==> src/rtl/run_det_pkg.sv <==
// Shared types for the programmable bounded-run detector.
// State encoding and match-mode constants.
package run_det_pkg;

    typedef enum logic [1:0] {
        WAIT_Z = 2'd0,
        ZERO   = 2'd1,
        RUN    = 2'd2
    } state_t;

    localparam logic MODE_EXACT   = 1'b0;
    localparam logic MODE_ATLEAST = 1'b1;

endpackage

==> src/rtl/run_det_pending.sv <==
// Saturating up/down counter of unacknowledged hits.
// Also holds the sticky overflow flag for hits lost while full.
module run_det_pending #(
    parameter int W = 4
) (
    input  logic         clk,
    input  logic         rst,
    input  logic         hit,
    input  logic         ack,
    output logic [W-1:0] pending,
    output logic         ovf
);

    logic full;
    logic empty;

    assign full  = &pending;
    assign empty = (pending == '0);

    always_ff @(posedge clk or posedge rst) begin
        if (rst) begin
            pending <= '0;
            ovf     <= 1'b0;
        end else if (hit && !ack) begin
            if (full) ovf <= 1'b1;
            else      pending <= pending + 1'b1;
        end else if (ack && !hit && !empty) begin
            pending <= pending - 1'b1;
        end
    end

endmodule

==> src/rtl/run_length_detector.sv <==
// Detects a zero-bounded run of ones of programmable length,
// queuing hits in a pending counter drained by ack.
module run_length_detector
    import run_det_pkg::*;
#(
    parameter int MAX_RUN = 15,
    parameter int PEND_W  = 4,
    parameter int CNT_W   = 8,
    parameter int RW      = $clog2(MAX_RUN + 1)
) (
    input  logic              clk,
    input  logic              rst,
    input  logic              i_valid,
    input  logic              i,
    input  logic [RW-1:0]     len,
    input  logic              mode,
    input  logic              ack,
    output logic              w,
    output logic [PEND_W-1:0] pending,
    output logic [CNT_W-1:0]  hit_cnt,
    output logic              ovf
);

    localparam logic [RW-1:0] RMAX = RW'(MAX_RUN);

    state_t        state, state_n;
    logic [RW-1:0] run, run_n;
    logic [RW:0]   run_inc;
    logic          len_ok;
    logic          match;
    logic          hit;

    assign run_inc = {1'b0, run} + 1'b1;
    assign len_ok  = (len != '0) && (len <= RMAX);
    assign match   = len_ok && ((mode == MODE_ATLEAST) ? (run >= len)
                                                       : (run == len));

    always_ff @(posedge clk or posedge rst) begin
        if (rst) begin
            state <= WAIT_Z;
            run   <= '0;
        end else begin
            state <= state_n;
            run   <= run_n;
        end
    end

    always_comb begin
        state_n = state;
        run_n   = run;
        hit     = 1'b0;
        if (i_valid) begin
            case (state)
                WAIT_Z: begin
                    if (!i) state_n = ZERO;
                end
                ZERO: begin
                    if (i) begin
                        state_n = RUN;
                        run_n   = RW'(1);
                    end
                end
                RUN: begin
                    if (i) begin
                        if (mode == MODE_EXACT && run_inc > {1'b0, len}) begin
                            state_n = WAIT_Z;
                            run_n   = '0;
                        end else if (run != RMAX) begin
                            run_n = run + 1'b1;
                        end
                    end else begin
                        // closing zero is also the next leading zero
                        hit     = match;
                        state_n = ZERO;
                        run_n   = '0;
                    end
                end
                default: begin
                    state_n = WAIT_Z;
                    run_n   = '0;
                end
            endcase
        end
    end

    always_ff @(posedge clk or posedge rst) begin
        if (rst)                      hit_cnt <= '0;
        else if (hit && !(&hit_cnt))  hit_cnt <= hit_cnt + 1'b1;
    end

    run_det_pending #(
        .W(PEND_W)
    ) u_pend (
        .clk    (clk),
        .rst    (rst),
        .hit    (hit),
        .ack    (ack),
        .pending(pending),
        .ovf    (ovf)
    );

    assign w = (pending != '0);

endmodule
==> config.mk <==
export PLATFORM = sky130hd
export DESIGN_NAME = run_length_detector
export DESIGN_NICKNAME = d
export VERILOG_FILES = /design/src/rtl/run_det_pkg.sv /design/src/rtl/run_det_pending.sv /design/src/rtl/run_length_detector.sv
export SDC_FILE = /design/constraint.sdc
export NUM_CORES = 1
export LEC_CHECK = 0
export ABC_AREA = 1
export ABC_CLOCK_PERIOD_IN_PS = 6740
export CAP_MARGIN = 0
export CORE_MARGIN = 2
export CORE_UTILIZATION = 46
export CTS_BUF_LIST = sky130_fd_sc_hd__clkbuf_8
export CTS_CLUSTER_SIZE = 16
export DETAILED_ROUTE_END_ITERATION = 10
export DONT_BUFFER_PORTS = 1
export GPL_TIMING_DRIVEN = 0
export SLEW_MARGIN = 20
export SYNTH_ARGS = -nofsm -noshare
export SYNTH_HDL_FRONTEND = slang
export SYNTH_SLANG_ARGS = --single-unit
==> constraint.sdc <==
create_clock -name clk -period 6.74 [get_ports clk]
set_input_delay 1.011 -clock clk [delete_from_list [all_inputs] [get_ports clk]]
set_output_delay 1.011 -clock clk [all_outputs]
set_load 0.005 [all_outputs]
==> metrics.cfg <==
[layout]
diodes = 0
nets = 203
finalInstanceArea_um2 = 1501
fillerInstances = 281
stdcell_count = 208
final_core_util_pct = 50.42
drive_gt1_share_pct = 9.143
synthToLayoutAreaGrowth_pct = 6.195

[outcome]
status = complete, no violations

[power]
power_density_nw_per_um2 = 259.1
peakVddDrop_mv = 0.1513
finalPower_mw = 0.3890
p_leak_nw = 0.7704

[clocking]
clockBufferDepth = 2
ctsHoldBuffers = 0
cts_resized = 0
clk_pin_slew_ns = 0.08
cts-root-buf = clkbuf_8
cts_sinks = 19
clkLatencyLatePin_ns = 0.26
post_cts_buffers = 0
cts_tree = done
cts_max_level = 1
numCtsBuffers = 3

[global_routing]
grt_max_degree = 20
grt-ovfl-total = 0
grt_pass1_wl_um = 4595
grt_pass1_vias = 1050
antenna_found_initial = 0
grt_usage_pct = 16.86

[timing]
setup_violations = 0
layout_min_cycle_time_ns = 2.863
hold_violations = 0
fmax_mhz = 349.3
hold_ws_ns = 0.5135
fin_setup_tns_ns = 0
fin_ws_ns = 3.877
finClkSkew_ns = 0.005703
grt_setup_unrepaired = false
drv_slew = 0
period_share_pct = 42.48
tightest_slew_ns = 0.7230
maxSlewHeadroom_pct = 51.74

[route]
drt_iter0_markers = 71
routed-via-count = 1094
wl_met1_um = 1231
drc_errors = 0
ant_nets = 0
highest_layer = met3
wl_met3_um = 90
wl_per_cell_um = 12.44
wl_um = 2588
wl_met2_um = 1266
vias_per_cell = 5.260
first_pass_iters = 4

[worst_hold_path]
hold_depth = 1
hold_class = flip-flop to flip-flop

[critical_path]
reg2reg_depth = 16
cp.required_ns = 6.90
start_kind = input port
critical_path_class = input port to flip-flop
crit_arrival_ns = 3.02
crit_fanout = 6
crit_path_end_kind = flip-flop

[place]
place_area_um2 = 1455
dp.cells = 204
gp_congestion = 0.8346
hpwl_um = 2048
portBuffers = 0
place_ws_ns = 3.590

[synth]
synth_area_per_cell_um2 = 8.268
yosys_warnings = 0
syn_area_um2 = 1414
syn-num-nets = 198
ys_types = 29
synth_seq_cells = 19
synthCells = 171
ys_seq_area_share_pct = 33.63

[floorplanning]
row_count = 20
die_w_um = 59.44
die_y_um = 59.44
io_pins = 24
initial_utilization_pct = 47.48
core_um2 = 2978
dieArea_um2 = 3533

[flow_run]
max_cap_viol_count = 0

[routing by layer]
metal / vias to the layer above / GRT usage [%]
met5: - / 0
met4: 0 / 2.922
met3: 0 / 4.803
met2: 19 / 28.73
met1: 510 / 21.36
li1: 565 / -
[state kept, by name, indices dropped and copies added, names as in the netlist]
| name | cells |
|---|---|
| hit_cnt | 8 |
| run | 4 |
| u_pend.pending | 4 |
| state | 2 |
| u_pend.ovf | 1 |
[cells in the mapped netlist (all sizes together)]
master | n | area [µm²]
fa | 1 | 20.02
a21o | 1 | 7.510
nand2 | 41 | 161.4
nand3 | 13 | 82.58
dfrtp | 19 | 475.5
nand3b | 5 | 50.05
nor3 | 2 | 15.01
a31oi | 2 | 27.53
inv | 29 | 108.9
xnor2 | 4 | 35.03
nand4 | 5 | 37.53
o21ai | 11 | 55.05
nor2 | 9 | 43.80
a21oi | 4 | 20.02
o21bai | 2 | 15.01
nor4 | 1 | 6.260
xor2 | 6 | 52.55
ha | 16 | 200.2
[critical path, cell delays in order]
cell,delay (ns)
inv_1,0.06
ha_1,0.31
nand2_1,0.07
inv_2,0.05
nand2_1,0.04
nand2_1,0.05
nand2_1,0.06
nand2_2,0.14
nand3_1,0.21
ha_1,0.33
a21o_1,0.17
a21oi_1,0.16
inv_1,0.06
nand2_1,0.08
nand3_1,0.09
nand2_1,0.07
nand2_1,0.05
[kinds of logic (layout without fill, tap and decap cells)]
kind of cell    after synthesis  after routing  synth area share, %
compound gates               20             20                8.850
xor+xnor                     10             10                6.194
fa+ha+maj                    17             17                15.58
buf+inv                      29             33                7.699
flops                        19             19                33.63
simple gates                 76             76                28.05
[layout make-up]
class | count | area, µm² | area share [%]
Tap cell | 33 | 41.29 | 2.750
Clock buffer | 3 | 41.29 | 2.750
Multi-Input combinational cell | 123 | 829.5 | 55.25
Sequential cell | 19 | 475.5 | 31.67
Inverter | 29 | 108.9 | 7.250
Clock inverter | 1 | 5.005 | 0.3333
[worst paths after layout]
path	startpoint	to	slack, ns
worst max-delay path	len[3]	u_pend.pending[3]$_DFFE_PP0P_	3.88
min in group asynchronous	rst	hit_cnt[2]$_DFFE_PP0P_	0.75
worst max register to register	run[3]$_DFFE_PP0P_	u_pend.pending[3]$_DFFE_PP0P_	4.25
worst min-delay path	u_pend.ovf$_DFFE_PP0P_	u_pend.ovf$_DFFE_PP0P_	0.51
worst min register to register	u_pend.ovf$_DFFE_PP0P_	u_pend.ovf$_DFFE_PP0P_	0.51
max in group asynchronous	rst	run[0]$_DFFE_PP0P_	5.53
[placed cells by master, fill, tap and decap left out, types with 2 or more instances in the layout]
| master | Yosys | layout |
|---|---|---|
| o21bai_1 | 2 | 2 |
| nand3_1 | 11 | 11 |
| o21ai_0 | 10 | 10 |
| nand2_2 | 3 | 3 |
| clkbuf_8 | 0 | 3 |
| xnor2_1 | 4 | 4 |
| ha_1 | 16 | 16 |
| a21oi_1 | 4 | 4 |
| nor2_1 | 7 | 7 |
| dfrtp_1 | 19 | 19 |
| inv_1 | 28 | 28 |
| nand4_1 | 4 | 4 |
| nand3b_1 | 4 | 4 |
| nand2_1 | 38 | 38 |
| xor2_1 | 6 | 6 |
[power by group]
group	internal [mW]	switching, mW
sequential	0.136	0.0361
clock	0.0412	0.0396
combinational	0.0581	0.0785
Power figures use the tool's default switching activity.
